## config.mk

```make
export PLATFORM = sky130hd
export DESIGN_NAME = mod_counter
export DESIGN_NICKNAME = d
export VERILOG_FILES = /design/src/rtl/mod_counter.sv
export SDC_FILE = /design/constraint.sdc
export NUM_CORES = 1
export LEC_CHECK = 0
export BUFFER_PORTS_ARGS = -buffer_cell sky130_fd_sc_hd__buf_2
export CAP_MARGIN = 20
export CORE_UTILIZATION = 45
export CTS_BUF_LIST = sky130_fd_sc_hd__clkbuf_8 sky130_fd_sc_hd__clkbuf_16
export CTS_CLUSTER_SIZE = 28
export DETAILED_ROUTE_END_ITERATION = 10
export GPL_TIMING_DRIVEN = 0
export MAX_ROUTING_LAYER = met4
export PLACE_DENSITY = 0.74
export SLEW_MARGIN = 40
export SYNTH_ARGS = -nofsm -noshare
export SYNTH_HDL_FRONTEND = slang
export SYNTH_SLANG_ARGS = --single-unit
```

## constraint.sdc

```tcl
create_clock -name clk -period 1.9 [get_ports clk]
set_input_delay 0.19 -clock clk [delete_from_list [all_inputs] [get_ports clk]]
set_output_delay 0.19 -clock clk [all_outputs]
set_load 0.1 [all_outputs]
```

## src/rtl/mod_counter.sv

```systemverilog
// mod_counter -- modulo up/down counter with prescaler, wrap/saturate modes,
// synchronous load and overflow flags.
//
// Parameters
//   WIDTH     bit width of count and load_val
//   MODULUS   count range is 0..MODULUS-1 (2..2^WIDTH)
//   PRESCALE  enabled cycles per count step (1..65536)
//
// Ports
//   clk         clock, all state updates on the rising edge
//   rst         synchronous active-high reset
//   en          count enable, gates the prescaler
//   dir         0 = count up, 1 = count down
//   sat         0 = wrap at the range boundary, 1 = saturate
//   load        synchronous load strobe (wins over a step)
//   load_val    value to load, clamped to MODULUS-1
//   clr_ovf     clears ovf_sticky on the next edge
//   count       registered count value
//   tc          combinational terminal-count flag
//   wrap        registered one-cycle pulse after a wrapping step
//   ovf_sticky  sticky flag for any boundary step (wrap or saturation)
//
// There is no handshake on this block: every output is valid every cycle.
module mod_counter #(
  parameter int WIDTH    = 8,
  parameter int MODULUS  = 256,
  parameter int PRESCALE = 1
) (
  input  logic             clk,
  input  logic             rst,
  input  logic             en,
  input  logic             dir,
  input  logic             sat,
  input  logic             load,
  input  logic [WIDTH-1:0] load_val,
  input  logic             clr_ovf,
  output logic [WIDTH-1:0] count,
  output logic             tc,
  output logic             wrap,
  output logic             ovf_sticky
);

  localparam int              PW      = $clog2(PRESCALE) + 1;
  localparam logic [PW-1:0]   PS_LAST = PW'(PRESCALE - 1);
  // Range constants are WIDTH+1 bits so MODULUS = 2^WIDTH is representable.
  localparam logic [WIDTH:0]  MOD_W   = (WIDTH + 1)'(MODULUS);
  localparam logic [WIDTH:0]  CNT_MAX = (WIDTH + 1)'(MODULUS - 1);

  logic [PW-1:0]    psc;
  logic [WIDTH:0]   cnt_x;
  logic [WIDTH:0]   cnt_inc;
  logic [WIDTH:0]   load_x;
  logic             step;
  logic             at_top;
  logic             at_bottom;
  logic             at_bound;
  logic [WIDTH-1:0] cnt_stepped;
  logic [WIDTH-1:0] cnt_loaded;

  always_comb begin
    cnt_x     = {1'b0, count};
    cnt_inc   = cnt_x + 1'b1;
    // The top of the range is detected as count+1 == MODULUS in the wide
    // domain, which is exact even when MODULUS fills the whole WIDTH range.
    at_top    = (cnt_inc == MOD_W);
    at_bottom = (cnt_x == '0);
    at_bound  = dir ? at_bottom : at_top;
    step      = en && (psc == PS_LAST);

    cnt_stepped = count;
    if (at_bound) begin
      if (!sat) cnt_stepped = dir ? CNT_MAX[WIDTH-1:0] : '0;
    end else begin
      cnt_stepped = dir ? (count - 1'b1) : cnt_inc[WIDTH-1:0];
    end

    load_x     = {1'b0, load_val};
    cnt_loaded = (load_x > CNT_MAX) ? CNT_MAX[WIDTH-1:0] : load_val;

    // During reset the count is treated as 0 regardless of the register, so
    // only a down-counting enabled counter reports terminal count.
    tc = en && (rst ? dir : at_bound);
  end

  always_ff @(posedge clk) begin
    if (rst) begin
      count      <= '0;
      psc        <= '0;
      wrap       <= 1'b0;
      ovf_sticky <= 1'b0;
    end else begin
      wrap <= 1'b0;
      if (load) begin
        count <= cnt_loaded;
        psc   <= '0;
      end else if (en) begin
        if (step) begin
          psc   <= '0;
          count <= cnt_stepped;
          wrap  <= at_bound && !sat;
        end else begin
          psc <= psc + 1'b1;
        end
      end

      // A boundary step sets the flag and beats a simultaneous clear.
      if (!load && step && at_bound) begin
        ovf_sticky <= 1'b1;
      end else if (clr_ovf) begin
        ovf_sticky <= 1'b0;
      end
    end
  end

endmodule

```

=== After elaboration in Yosys (flattened, before gate mapping) ===
Index checks and enable logic that the tools add are counted.

* Register bits after elaboration: 11
* Latch bits: 0
* Bits in writable memories: 0
* ROM bits: 0
* Input bits: 15
* Output and inout bits: 11
* Logic and storage cells: 38
* Memories: 0

* $add $sub $neg: 3
* Multiply operators: 0
* Divide/modulo/power cells: 0
* $lt $le $gt $ge: 0
* Equality and inequality tests: 2
* Shifts and indexed selects: 0
* Mux-type cells: 12
* Bitwise gates (word level): 3
* Reduce and logical (&&, ||, !) cells: 14

{| class="wikitable"
|+ Operators with widths
! cell !! count
|-
| 8-bit two-way mux || 7
|-
| 8-bit by 1-bit adder with 9-bit output, second input constant || 1
|-
| 9-bit == test, second input constant || 1
|-
| 8-bit zero test || 1
|-
| 8-bit by 1-bit subtractor with 8-bit output, second input constant || 1
|-
| 2-bit nonzero test || 3
|-
| 1-bit logical AND || 5
|-
| 1-bit two-way mux || 5
|-
| 4-bit OR reduction || 1
|-
| 3-bit != test, second input constant || 1
|-
| 1-bit NOT || 3
|-
| 3-bit AND reduction || 1
|-
| 1-bit zero test || 2
|-
| 2-bit OR reduction || 1
|-
| 1-bit adder, second input constant || 1
|}

=== Depth between registers and ports, before layout ===
Gate-level depths: netlist of run 1.

* Depth after elaboration: 7
* Depth in mapped cells: 9

=== Worst setup path before layout of run 1 ===
Ideal clock, no wire load.

* Kind: register to output
* From: register count[1]
* To: output port tc
* Data arrival time: 2657 ps
* Required time: 1710 ps
* Slack: -947 ps
* Stages on the path, launching flop included: 7
* Path buffers: 0
* Cells stage by stage: dfxtp_1 ha_1 nand2b_1 nor4_1 a21oi_1 nand2_1 o211a_1

* Longest elaborated chain between the ends: 5
* Elaborated cells between the ends (all ways): 6
* Those cells by class: add/sub (1); eq/ne (1); mux (2); reduce/logical (2)

{| class="wikitable"
|+ RTL lines
! what !! RTL line !! source
|-
| from (decl) || 37 || <nowiki>output logic [WIDTH-1:0] count,</nowiki>
|-
| from (signal assigned) || 94 || <nowiki>count <= cnt_loaded;</nowiki>
|-
| from (signal assigned) || 99 || <nowiki>count <= cnt_stepped;</nowiki>
|-
| 8-bit by 1-bit adder with 9-bit output || 62 || <nowiki>cnt_inc = cnt_x + 1'b1;</nowiki>
|-
| 9-bit == test || 65 || <nowiki>at_top = (cnt_inc == MOD_W);</nowiki>
|-
| 1-bit two-way mux (*) || 67 || <nowiki>at_bound = dir ? at_bottom : at_top;</nowiki>
|-
| 1-bit two-way mux (*) || 82 || <nowiki>tc = en && (rst ? dir : at_bound);</nowiki>
|-
| 1-bit logical AND (*) || 82 ||
|-
| to (decl) || 38 || <nowiki>output logic tc,</nowiki>
|}

Mark *: on every way between the ends. The rest lies on a longest branch, timed or not.

=== Final worst setup path of run 1 ===
* From: register count[1]
* To: register count[0]

* Longest elaborated chain between the ends: 7
* Elaborated cells between the ends (all ways): 10
* Those cells by class: add/sub (1); eq/ne (2); mux (5); reduce/logical (2)

{| class="wikitable"
|+ RTL lines
! what !! RTL line !! source
|-
| 8-bit by 1-bit adder with 9-bit output || 62 ||
|-
| 9-bit == test || 65 ||
|-
| 1-bit two-way mux (*) || 67 ||
|-
| 8-bit two-way mux || 71 || <nowiki>if (at_bound) begin</nowiki>
|-
| 8-bit two-way mux || 97 || <nowiki>if (step) begin</nowiki>
|-
| 8-bit two-way mux || 96 || <nowiki>end else if (en) begin</nowiki>
|-
| 8-bit two-way mux || 93 || <nowiki>if (load) begin</nowiki>
|}

Mark *: on every way between the ends. The rest lies on a longest branch, timed or not. The select of a mux whose other input is x is not followed.
A chain may end at the register's enable or synchronous reset.

==> results of run 1 <==
[registers in the layout, indices dropped and copies added (netlist names)]
register / flops
psc: 1
count: 8
wrap: 1
ovf_sticky: 1
[logic make-up (layout without fill, tap and decap cells)]
| group | count (synthesis) | after routing | synth area share |
|---|---|---|---|
| AO/OA/AOI/OAI | 34 | 34 | 0.279 |
| AND/OR/NAND/NOR | 45 | 45 | 0.303 |
| XOR/XNOR | 1 | 1 | 0.00981 |
| adder cells (fa/ha/maj) | 4 | 4 | 0.0560 |
| buffers and inverters | 13 | 56 | 0.0952 |
| flip-flops | 11 | 11 | 0.246 |
| multiplexers | 1 | 1 | 0.0112 |
[power groups by stage]
stage | clock network, mW | logic, mW | registers [mW]
final | 0.240 | 0.530 | 0.293
after global routing | 0.259 | 0.555 | 0.295
after CTS | 0.243 | 0.473 | 0.286
after detailed placement | 0 | 0.387 | 0.291
after global placement | 0 | 0.381 | 0.289
after floorplan | 0 | 0.182 | 0.426
[how the worst min path moves through the flow]
stage          from  endpoint  slack (ps)  cells after the start
4_1_cts        load      wrap         150                      2
6_report         en       psc         160                      2
3_3_place_gp     en       psc         390                      2
5_1_grt        load      wrap         170                      2
3_5_place_dp   load      wrap         400                      2
2_1_floorplan    en       psc         270                      1
[Yosys cell counts, types with 2 or more instances]
library cell   n
nand4b_1       2
dfxtp_1       11
nor4b_1        4
nand2_1       10
nor2_1        10
buf_6          4
nand3_1        6
inv_1          5
nand2b_1       2
a21oi_1       11
a31oi_1        2
o21ai_0        4
a211oi_2       4
ha_1           4
nand3b_1       2
o22ai_1        4
[stage by stage]
step           setup TNS [ps]  utilization
2_1_floorplan           -1370            -
3_3_place_gp            -1320        0.624
3_5_place_dp            -1720        0.624
4_1_cts                 -24.8        0.767
5_1_grt                  -560        0.822
6_report                 -229        0.822
[worst max-delay path, stage by stage, from the launching register on]
cell     delay, ps
dfxtp_4        410
ha_4           160
nand3_4         50
or4_4          500
a211o_4        370
buf_6          150
mux2i_1        150
nor2_1          70
[layer usage]
metal	wire length, µm	track usage	vias to the layer above
met5	0	-	-
met1	1320	0.384	520
met4	107	0.124	0
met3	137	0.0431	12
met2	1580	0.497	59
li1	-	-	496
[cell type report]
cell class	instances	area share
clock buffer	3	0.0279
tap	25	0.0211
buffer	6	0.0405
multi-input combinational	85	0.524
inverter	5	0.0160
timing repair buffer	41	0.201
clock inverter	1	0.00253
sequential	11	0.167
[timing repair]
action	CTS	global route
buffers inserted	14	3
pin swaps	8	13
gates cloned	1	0
setup endpoints to repair	9	9
gates resized for setup	22	17
==> flow_summary.toml, run 1 <==
[synth]
synth_ff_type = "dfxtp_1"
synthCells = 109
synthesis.nets = 128
synth_area_leaders = "dfxtp_1 25%, a21oi_1 6.2%, a211oi_2 5.6%"
synth_area_um2 = 893
synth-edff-count = 0
synth_top_cell_area_share = 0.246
synth_top_area_cell = "dfxtp_1"
ys_seq_elements = 11
synth.distinct_cells = 40
synth_warnings = 0
yosysSeqAreaShare = 0.246
avgSynthCellArea_um2 = 8.20
synthArstFlopShare = 0

[placed_design]
dp_hpwl_um = 1630
pre_cts_ws_ps = -271
placed_cell_area_um2 = 1120
gp_congestion = 0.852
dp_cells = 157
portBuffers = 23

[floorplan]
ios = 26
die_h_um = 46.6
start_util = 0.496
core_um2 = 1800
dieArea_um2 = 2170
die_x_um = 46.6
num_rows = 15

[worst_setup_path]
reg2reg_to = "count[0]"
worstPathMaxFanout = 6
rrSetupSlack_ps = -70
cp-start-kind = "register"
crit_path_start = "count[1]"
crit_arrival_ps = 2100
required_ps = 2030
cp-end-kind = "register"
r2r_cells = 7
critPathCapture = "count[0]"
path_class = "reg -> reg"
r2r-start = "count[1]"

[clock_tree]
cts_tree = "built"
clk-insertion-delay-late_ps = 240
clkSinkCount = 11
htreeDepth = 1
clockBufferDepth = 2
path_clk_slew_ps = 60
cts-buffers-inserted = 3
hold_buffers = 0
clock-root-buffer = "clkbuf_8"

[status]
status = "finished with violations"
violations = "negative setup slack"

[pwr]
fin_total_pwr_mw = 1.06
p_int_uw = 592
clockPowerShare = 0.225
p_switching_uw = 471
combPwrFrac = 0.499
power_frac_seq = 0.276
netSwitchingFraction = 0.443
peakVddDrop_mv = 0.509
p_leak_nw = 0.596
power.density_nw_per_um2 = 718

[routing]
dr.pass1.iters = 4
wirelength_um = 3150
vias = 1087
antenna_left = 0
drcViolationCount = 0
drtIter0Drc = 34
routedWlPerCell_um = 17.8
viasPerCell = 6.14

[grt]
gr-total-overflow = 0
grt_pass1_vias = 959
gr-usage-all-layers = 0.310
antenna_found_initial = 0
grt_first_pass_wirelength_um = 4610
grt_max_degree = 11

[sta]
setup_viol = 7
finalWorstSetupSlack_ps = -71.4
rsz0062_at_grt = "yes"
slew_violations = 0
maxSlewHeadroom = 0.666
min_period_over_period = 1.04
fmax_ghz = 0.507
skew_ps = 7.49
whs_ps = 156
hold_viol_final = 0
finalCriticalPeriod_ps = 1970
worstMarginPinSlew_ps = 505

[layout]
seq_area_um2 = 248
drive_gt1_frac = 0.599
nets = 172
n_antenna_cell = 0
final_cell_area_um2 = 1480
area_growth_pct = 65.8
fillers = 105
final_cell_mix = "22 x buf_2, 15 x buf_4, 10 x nor2_1"
layout_commonest_cell = "buf_2"
multi_input_area_um2 = 776
stdcell_count = 177

[worst_hold_path]
hold_class = "in -> reg"

[run]
drv_cap = 0
Power figures use the tool's default switching activity.
==> run 2, diff against run 1 <==
--- a/config.mk
+++ b/config.mk
@@ -5,15 +5,16 @@
 export SDC_FILE = /design/constraint.sdc
 export NUM_CORES = 1
 export LEC_CHECK = 0
+export ABC_CLOCK_PERIOD_IN_PS = 2400
 export BUFFER_PORTS_ARGS = -buffer_cell sky130_fd_sc_hd__buf_2
 export CAP_MARGIN = 20
-export CORE_UTILIZATION = 45
+export CORE_UTILIZATION = 54
 export CTS_BUF_LIST = sky130_fd_sc_hd__clkbuf_8 sky130_fd_sc_hd__clkbuf_16
 export CTS_CLUSTER_SIZE = 28
 export DETAILED_ROUTE_END_ITERATION = 10
 export GPL_TIMING_DRIVEN = 0
 export MAX_ROUTING_LAYER = met4
-export PLACE_DENSITY = 0.74
+export PLACE_DENSITY = 0.83
 export SLEW_MARGIN = 40
 export SYNTH_ARGS = -nofsm -noshare
 export SYNTH_HDL_FRONTEND = slang
==> constraint.sdc (replaced) <==
create_clock -name clk -period 2.4 [get_ports clk]
set_input_delay 0.24 -clock clk [delete_from_list [all_inputs] [get_ports clk]]
set_output_delay 0.24 -clock clk [all_outputs]
set_load 0.1 [all_outputs]
==> run 2 against run 1 <==
  * The run now ends clean
  * Register-to-register slack gained 290 ps
  * First-iteration DRC count rose by 15%
  * Utilization decreased by 8.8 points
  * Worst setup slack improved by 180 ps
  * Die area fell by 16%
  * Sequential share of layout area increased by 4.1 points
  * Global-route usage is 5.0 points lower
  * Clock power shrank 23%
  * Design area shrank 24%
  * Critical endpoint is now tc
  * Largest cell class unchanged
  * Largest power group unchanged
==> flow_summary.toml, run 2 (synthesized netlist as in run 1, its figures left out) <==
[pwr]
p_int_uw = 404
fin_total_pwr_uw = 717
combPwrFrac = 0.427
power_frac_seq = 0.315
power.density_nw_per_um2 = 641
netSwitchingFraction = 0.437
p_leak_nw = 0.486
peakVddDrop_mv = 0.416
clockPowerShare = 0.258
p_switching_uw = 314

[floorplan]
die_x_um = 42.7
dieArea_um2 = 1820
num_rows = 14
core_um2 = 1520
start_util = 0.586
ios = 26
die_h_um = 42.7

[layout]
n_antenna_cell = 0
nets = 156
stdcell_count = 152
fillers = 121
largest_register_ff_count = 8
drive_gt1_frac = 0.404
final_cell_mix = "23 x buf_2, 11 x a21oi_1, 10 x nand2_1, 10 x nor2_1, 7 x dfxtp_2"
seq_area_um2 = 233
final_cell_area_um2 = 1120
multi_input_area_um2 = 618
area_growth_pct = 25.2
largest-register = "count"
layout_commonest_cell = "buf_2"

[grt]
gr-total-overflow = 0
grt_max_degree = 11
gr-usage-all-layers = 0.260
grt_first_pass_wirelength_um = 3540
antenna_found_initial = 0
grt_pass1_vias = 830

[routing]
drtIter0Drc = 39
wirelength_um = 2340
routedWlPerCell_um = 15.4
drcViolationCount = 0
antenna_left = 0
vias = 979
viasPerCell = 6.44
dr.pass1.iters = 5

[sta]
finalWorstSetupSlack_ps = 111
skew_ps = 9.28
finalCriticalPeriod_ps = 2290
setup_viol = 0
fmax_ghz = 0.437
worstMarginPinSlew_ps = 465
fin_setup_tns_ps = 0
maxSlewHeadroom = 0.686
hold_viol_final = 0
rsz0062_at_grt = "no"
slew_violations = 0
min_period_over_period = 0.954

[worst_setup_path]
cp_top_family = "simple AND/OR/NAND/NOR gates"
cp-start-kind = "register"
worstPathMaxFanout = 9
required_ps = 2160
path_class = "reg -> out"
slowest_stage = "nor4_2"
path_buf_inv = 2
crit_chain = "buf_2 -> nand4_2 -> nor4_2 -> a21oi_1 -> nand2_1 -> o211a_2 -> buf_4"
crit_arrival_ps = 2050
max_stage_delay_ps = 390
cp-end-kind = "primary output"

[clock_tree]
cts-buffers-inserted = 3
path_clk_slew_ps = 60
cts_tree = "built"
clkSinkCount = 11
clock-root-buffer = "clkbuf_8"
clk-insertion-delay-late_ps = 240
cts_resized = 2
hold_buffers = 0
htreeDepth = 1
clockBufferDepth = 2
cts_setup_buffers = 0

[placed_design]
pre_cts_ws_ps = 4.17
placed_cell_area_um2 = 1040
portBuffers = 23
gp_congestion = 0.866
dp_hpwl_um = 1530
dp_cells = 148

[run]
drv_cap = 0

[status]
status = "finished, final reports clean"

[worst_hold_path]
hold_class = "in -> reg"
-- run 2: power by group through the flow --
stage	sequential, mW	clock (mW)	combinational [mW]
after floorplan	0.333	0	0.133
after global placement	0.224	0	0.287
after detailed placement	0.226	0	0.291
after CTS	0.223	0.184	0.295
after global routing	0.229	0.197	0.323
final	0.226	0.185	0.306
-- run 2: area by class of cell --
cell class | count | area share
Inverter | 5 | 0.0168
Clock inverter | 1 | 0.00336
Timing Repair Buffer | 23 | 0.105
Tap cell | 16 | 0.0179
Clock buffer | 3 | 0.0369
Sequential cell | 11 | 0.208
Buffer | 8 | 0.0593
Multi-Input combinational cell | 85 | 0.553
-- run 2: final timing paths --
kind / from / end / slack [ps] / cells past startpoint
worst max-delay path: count[3] / tc / 110 / 7
worst min-delay path: en / psc / 180 / 2
worst max register to register: count[3] / count[6] / 220 / 7
worst min register to register: psc / psc / 480 / 1
-- run 2: metrics by stage --
stage               hold slack (ps)  utilization
detailed placement              434        0.683
CTS                             182        0.718
floorplan                       317            -
global route                    188        0.734
finish                          178        0.734
global placement                429        0.683
-- run 2: per-layer routing --
| metal | up-vias | track usage | share of wire |
|---|---|---|---|
| met4 | 0 | 0.131 | 0.027 |
| li1 | 463 | - | - |
| met5 | - | - | 0 |
| met2 | 51 | 0.397 | 0.49 |
| met3 | 10 | 0.0553 | 0.055 |
| met1 | 455 | 0.321 | 0.43 |
